## config.mk

```make
export PLATFORM = sky130hd
export DESIGN_NAME = cache_mem_arbiter
export DESIGN_NICKNAME = d
export VERILOG_FILES = /design/src/rtl/cache_mem_arbiter.sv
export SDC_FILE = /design/constraint.sdc
export NUM_CORES = 1
export LEC_CHECK = 0
export CAP_MARGIN = 25
export CORE_AREA = 2 2 232 234
export DETAILED_ROUTE_END_ITERATION = 10
export DIE_AREA = 0 0 234 236
export GPL_ROUTABILITY_DRIVEN = 0
export PLACE_DENSITY = 0.42
export SLEW_MARGIN = 20
export SYNTH_ARGS = -nofsm -noshare
export SYNTH_HDL_FRONTEND = slang
export SYNTH_SLANG_ARGS = --single-unit
```

## constraint.sdc

```tcl
create_clock -name clk -period 2.65 [get_ports clk]
set_input_delay 0.53 -clock clk [delete_from_list [all_inputs] [get_ports clk]]
set_output_delay 0.53 -clock clk [all_outputs]
set_load 0.005 [all_outputs]
```

## src/rtl/cache_mem_arbiter.sv

```systemverilog
// ============================================================================
// Module   : cache_mem_arbiter
// Purpose  : Shares one memory read channel between icache and dcache, holding
//            each grant for a full burst; dcache writes pass straight through.
// Revision : 1.0 - initial release
// ============================================================================
`default_nettype none

module cache_mem_arbiter #(
    parameter int ADDR_W     = 32,
    parameter int DATA_W     = 64,
    parameter int FIXED_PRIO = 0
) (
    input  logic              clk,
    input  logic              rst,
    // icache read port
    input  logic [ADDR_W-1:0] ram_raddr_icache_i,
    input  logic              ram_raddr_valid_icache_i,
    input  logic [7:0]        ram_rmask_icache_i,
    input  logic [3:0]        ram_rsize_icache_i,
    input  logic [7:0]        ram_rlen_icache_i,
    output logic              ram_rdata_ready_icache_o,
    output logic [DATA_W-1:0] ram_rdata_icache_o,
    // dcache read port
    input  logic [ADDR_W-1:0] ram_raddr_dcache_i,
    input  logic              ram_raddr_valid_dcache_i,
    input  logic [7:0]        ram_rmask_dcache_i,
    input  logic [3:0]        ram_rsize_dcache_i,
    input  logic [7:0]        ram_rlen_dcache_i,
    output logic              ram_rdata_ready_dcache_o,
    output logic [DATA_W-1:0] ram_rdata_dcache_o,
    // dcache write port
    input  logic [ADDR_W-1:0] ram_waddr_dcache_i,
    input  logic              ram_waddr_valid_dcache_i,
    input  logic [7:0]        ram_wmask_dcache_i,
    input  logic [3:0]        ram_wsize_dcache_i,
    input  logic [7:0]        ram_wlen_dcache_i,
    input  logic [DATA_W-1:0] ram_wdata_dcache_i,
    output logic              ram_wdata_ready_dcache_o,
    // memory read channel
    output logic [ADDR_W-1:0] ram_raddr_o,
    output logic              ram_raddr_valid_o,
    output logic [7:0]        ram_rmask_o,
    output logic [3:0]        ram_rsize_o,
    output logic [7:0]        ram_rlen_o,
    input  logic              ram_rdata_ready_i,
    input  logic [DATA_W-1:0] ram_rdata_i,
    // memory write channel
    output logic [ADDR_W-1:0] ram_waddr_o,
    output logic              ram_waddr_valid_o,
    output logic [7:0]        ram_wmask_o,
    output logic [3:0]        ram_wsize_o,
    output logic [7:0]        ram_wlen_o,
    output logic [DATA_W-1:0] ram_wdata_o,
    input  logic              ram_wdata_ready_i,
    output logic              arb_busy_o
);

    localparam logic PRIO_DC = (FIXED_PRIO != 0);

    typedef enum logic [1:0] {
        ARB_IDLE   = 2'd0,
        ARB_ICACHE = 2'd1,
        ARB_DCACHE = 2'd2
    } arb_state_t;

    arb_state_t state_q, state_d;
    logic [7:0] beat_cnt_q, beat_cnt_d;
    logic [7:0] rlen_q, rlen_d;
    logic       last_dc_q, last_dc_d;   // 1 = dcache held the most recent grant

    logic own_ic, own_dc, own_valid, rd_hs, grant_dc, grant_ic;

    assign own_ic    = (state_q == ARB_ICACHE);
    assign own_dc    = (state_q == ARB_DCACHE);
    assign own_valid = (own_ic & ram_raddr_valid_icache_i) | (own_dc & ram_raddr_valid_dcache_i);
    assign rd_hs     = ram_raddr_valid_o & ram_rdata_ready_i;

    // On a tie the dcache wins under fixed priority, otherwise whoever did not go last
    assign grant_dc = ram_raddr_valid_dcache_i &
                      (~ram_raddr_valid_icache_i | PRIO_DC | ~last_dc_q);
    assign grant_ic = ram_raddr_valid_icache_i & ~grant_dc;

    always_comb begin
        state_d    = state_q;
        beat_cnt_d = beat_cnt_q;
        rlen_d     = rlen_q;
        last_dc_d  = last_dc_q;
        case (state_q)
            ARB_IDLE: begin
                if (grant_dc) begin
                    state_d    = ARB_DCACHE;
                    rlen_d     = ram_rlen_dcache_i;
                    beat_cnt_d = 8'd0;
                    last_dc_d  = 1'b1;
                end else if (grant_ic) begin
                    state_d    = ARB_ICACHE;
                    rlen_d     = ram_rlen_icache_i;
                    beat_cnt_d = 8'd0;
                    last_dc_d  = 1'b0;
                end
            end
            ARB_ICACHE, ARB_DCACHE: begin
                if (!own_valid) begin
                    state_d    = ARB_IDLE;
                    beat_cnt_d = 8'd0;
                end else if (rd_hs) begin
                    beat_cnt_d = beat_cnt_q + 8'd1;
                    if (beat_cnt_q == rlen_q) begin
                        state_d = ARB_IDLE;
                    end
                end
            end
            default: state_d = ARB_IDLE;
        endcase
    end

    always_ff @(posedge clk or posedge rst) begin
        if (rst) begin
            state_q    <= ARB_IDLE;
            beat_cnt_q <= 8'd0;
            rlen_q     <= 8'd0;
            last_dc_q  <= 1'b0;
        end else begin
            state_q    <= state_d;
            beat_cnt_q <= beat_cnt_d;
            rlen_q     <= rlen_d;
            last_dc_q  <= last_dc_d;
        end
    end

    always_comb begin
        ram_raddr_o       = '0;
        ram_raddr_valid_o = 1'b0;
        ram_rmask_o       = 8'd0;
        ram_rsize_o       = 4'd0;
        ram_rlen_o        = 8'd0;
        if (own_ic) begin
            ram_raddr_o       = ram_raddr_icache_i;
            ram_raddr_valid_o = ram_raddr_valid_icache_i;
            ram_rmask_o       = ram_rmask_icache_i;
            ram_rsize_o       = ram_rsize_icache_i;
            ram_rlen_o        = ram_rlen_icache_i;
        end else if (own_dc) begin
            ram_raddr_o       = ram_raddr_dcache_i;
            ram_raddr_valid_o = ram_raddr_valid_dcache_i;
            ram_rmask_o       = ram_rmask_dcache_i;
            ram_rsize_o       = ram_rsize_dcache_i;
            ram_rlen_o        = ram_rlen_dcache_i;
        end
    end

    assign ram_rdata_ready_icache_o = own_ic & rd_hs;
    assign ram_rdata_ready_dcache_o = own_dc & rd_hs;
    assign ram_rdata_icache_o       = ram_rdata_i;
    assign ram_rdata_dcache_o       = ram_rdata_i;
    assign arb_busy_o               = (state_q != ARB_IDLE);

    assign ram_waddr_o              = ram_waddr_dcache_i;
    assign ram_waddr_valid_o        = ram_waddr_valid_dcache_i;
    assign ram_wmask_o              = ram_wmask_dcache_i;
    assign ram_wsize_o              = ram_wsize_dcache_i;
    assign ram_wlen_o               = ram_wlen_dcache_i;
    assign ram_wdata_o              = ram_wdata_dcache_i;
    assign ram_wdata_ready_dcache_o = ram_wdata_ready_i;

endmodule

`default_nettype wire

```

After elaboration in Yosys (flattened, before gate mapping)
Cells that the tools add are included.

Bits in registers: 19. Bits of input ports: 291.

Add/subtract/negate cells: 1. Equal/unequal tests: 6. Muxes and demuxes: 25. Bitwise operators: 12. Reductions and logical operators: 8.

Operators by type and width (count): $mux 8 (10); $mux 32 (2); $pmux 8 s2 (1); $mux 2 (5); $ne 3x3->1 const B (3); $add 8x1->8 const B (1); $eq 8x8->1 (1); $mux 4 (2); $and 1x1->1 (7); $reduce_and 3->1 (2); $reduce_bool 2->1 (3); $mux 1 (4); $pmux 2 s2 (1); $not 1->1 (3); $eq 2x1->1 const B (1); $eq 2x2->1 const B (1); $logic_not 2->1 (1); $or 1x1->1 (2); $reduce_and 2->1 (1); $reduce_or 2->1 (1).

Logic depth before layout (Yosys ltp)
Word-level depth: 8. Gate-level depth with buffers: 9.

Worst setup path after synthesis
No wires, ideal clock.

Path type: register to output. Start: reg state_q[0]. End: out ram_raddr_o[0]. Arrival time: 1.538 ns. Path slack: 0.582 ns. Cell stages (with the launch flop): 7. Cells stage by stage: dfrtp_1 > ha_1 > buf_2 > nor2b_1 > clkbuf_1 > clkbuf_1 > a22o_1.

Cells in the longest elaborated chain, start to end: 3. Elaborated cells on any way between the ends: 4. Classes of those cells: 2 x eq/ne; 2 x mux.

Ends and longest elaborated chain: from (decl) (RTL line 67) `arb_state_t state_q, state_d;`; from (signal assigned) (RTL line 125) `state_q <= state_d;`; $eq 2x2->1 (RTL line 75) `assign own_dc = (state_q == ARB_DCACHE);`; $mux 32 (RTL line 144) `end else if (own_dc) begin`; $mux 32 (*) (RTL line 138) `if (own_ic) begin`; to (decl) (RTL line 41) `output logic [ADDR_W-1:0] ram_raddr_o,`.

Every way passes the cells marked *; elsewhere a longest branch is shown, timed or not.

Final worst setup path
Start: reg state_q[0]. End: out ram_raddr_o[14].

Same word-level chain as after synthesis.

==> impl_metrics.toml <==
[global_routing]
antenna_found_initial = 2
grtUsageTotal = 0.04705
grt_pass1_vias = 2585
grt_max_degree = 41
grt-ovfl-total = 0
grt_pass1_wl_um = 18630

[clock_network]
root_buffer = "clkbuf_16"
cts_buffers = 3
cts_tree = "yes"
cts.sinks = 19
cts_buffer_depth = 2
h-tree-depth = 1
clk_latency_ns = 0.25
path_clk_slew_ns = 0.06

[floorplan]
fp.dieW_um = 234
io_pins = 593
core_um2 = 53070
floorplan.rows = 85
die_h_um = 236
dieArea_um2 = 55220
start_util = 0.06611

[power_and_ir_drop]
leakage_uw = 0.001558
peakVddDrop_mv = 0.2596
power_density_nw_per_um2 = 761.2
finalPower_uw = 3475

[synthesis]
synth_nets = 747
yosys.area_share.simple = 0.08488
ys_seq_area_frac = 0.1355
synthMuxAreaShare = 0.02889
synthesis.area_um2 = 3508
synth-seq-cells = 19
synthDistinctLibCells = 30
synth_xor_area_frac = 0.01997
synth_compound_area_frac = 0.1676
ys.warnings.count = 0
syn_area_per_cell_um2 = 7.762
netlist_instances = 452
synth_top_family_by_area = "buffers and inverters"
synthAdderAreaFrac = 0.01427

[timing]
slew_violations = 0
period_minus_slack_ns = 2.660
layout_setup_ws_ns = -0.009514
clock_skew_ns = 0.004299
worst_pin_slew_ns = 0.7979
rsz0062_at_grt = "yes"
max_freq_ghz = 0.3760
finalHoldViolations = 0
finalCritPeriodShare = 1.004
maxSlewHeadroom = 0.4675
holdWs_ns = 0.4837
setup_violations = 2

[worst_setup_path]
critPathMaxFanout = 20
end_kind = "output pin"
worstSetupStartpointType = "flip-flop"
arrival_ns = 2.13
required_ns = 2.12
worst_path_max_delay_cell = "clkdlybuf4s50_1"
worst-setup-path-type = "reg2out"
path_delay_family = "buffers and inverters"
max_stage_delay_ns = 0.57
crit_buf_inv = 3
crit_chain = "inv_2 > ha_4 > nor2b_4 > buf_12 > a22o_1 > clkdlybuf4s50_1"

[run]
maxCapViolCount = 0

[outcome]
outcome = "finished with violations"
violations = "setup timing"

[placement]
dpl.hpwl_um = 11610
port_buffers = 164
dp.cells = 1069
pre_cts_ws_ns = 0.1410

[layout]
syn_to_final_growth_pct = 30.10
num_antenna_cells = 0
finalNetCount = 682
fin_util = 0.08601
final_cell_count_no_fill = 1082
drive_gt1_frac = 0.1036

[route]
ant_nets = 0
drc = 0
via_per_inst = 2.436
vias = 2636
wl_per_cell_um = 13.56
routed_wl_um = 14670
initialDrtViolationCount = 116
drtPass1Iterations = 4

[worst_hold_path]
min_path_type = "reg2reg"
-- metrics by stage --
stage	TNS [ns]	cell area, um^2
after floorplan	0	3508
after global routing	-0.3841	4564
final	-0.01105	4564
after global placement	0	4300
after detailed placement	0	4300
after CTS	-0.04163	4423
-- routing by layer --
metal  share of wire  global-route usage  wire length, um
met5         0.00075                   0               11
met4           0.081             0.04545             1193
met3            0.13             0.02720             1930
met2            0.37             0.05578             5372
met1            0.42             0.05639             6160
-- cells by family after synthesis --
group           Yosys count
fa+ha+maj                 4
flops                    19
xor+xnor                  8
simple gates             65
mux                      10
compound gates           80
buf+inv                 266
-- cell usage in the layout (no fill, tap or decap), drive strengths merged, types with 3 or more instances in the layout --
cell type / n
nor2: 5
dlygate4sd2: 4
mux2i: 9
o21ai: 26
clkbuf: 6
nand3: 8
clkdlybuf4s50: 159
inv: 4
ha: 4
buf: 26
dfrtp: 19
and3: 5
nand2b: 3
o31ai: 3
nand2: 36
xnor2: 8
a22o: 45
-- synth_stat cells, drive strengths merged --
master	number	area (um^2)
a211o	1	8.760
a21boi	1	7.510
a21oi	2	10.01
a22o	45	394.1
a31oi	1	6.260
and2	1	6.260
and3	5	31.28
buf	251	1869
clkbuf	11	41.29
dfrtp	19	475.5
ha	4	50.05
inv	4	15.01
mux2	1	11.26
mux2i	9	90.09
nand2	36	135.1
nand2b	3	18.77
nand3	8	40.04
nand4	2	12.51
nor2	5	18.77
nor2b	1	6.260
nor3b	1	7.510
o21ai	26	130.1
o311ai	1	8.760
o31ai	3	22.52
or2	1	6.260
or4	2	15.01
xnor2	8	70.07
-- cell type report --
| type | count | area, um^2 |
|---|---|---|
| timing repair buffer | 192 | 1949 |
| fill | 6150 | 48510 |
| tap | 696 | 870.8 |
| clock buffer | 4 | 78.83 |
| sequential | 19 | 475.5 |
| inverter | 4 | 15.01 |
| multi-input combinational | 167 | 1175 |
-- sequential cells by signal, indices dropped and copies added (netlist names) --
signal and count:
last_dc_q 1, beat_cnt_q 8, rlen_q 8, state_q 2
-- worst paths after layout --
kind | start | end | slack [ns] | depth (start not counted)
worst max-delay path | state_q[0] | ram_raddr_o[14] | -0.01 | 6
worst min-delay path | last_dc_q | last_dc_q | 0.48 | 1
worst max register to register | state_q[0] | beat_cnt_q[6] | 0.40 | 7
worst min register to register | last_dc_q | last_dc_q | 0.48 | 1
max in group asynchronous | rst | beat_cnt_q[2] | 1.36 | 2
min in group asynchronous | rst | rlen_q[6] | 0.78 | 2
-- power breakdown --
part           switching, uW  internal, uW  total (uW)
logic                   1200          1510        2710
registers               76.5           381         458
clock network            106           205         311
total                   1380          2090        3470
-- timing repair --
item	in CTS	in global routing
gates resized for setup	11	6
setup buffers	0	6
endpoints found under the setup margin	23	22
cloned	0	3
hold buffers	0	0
Power figures use the tool's default switching activity.
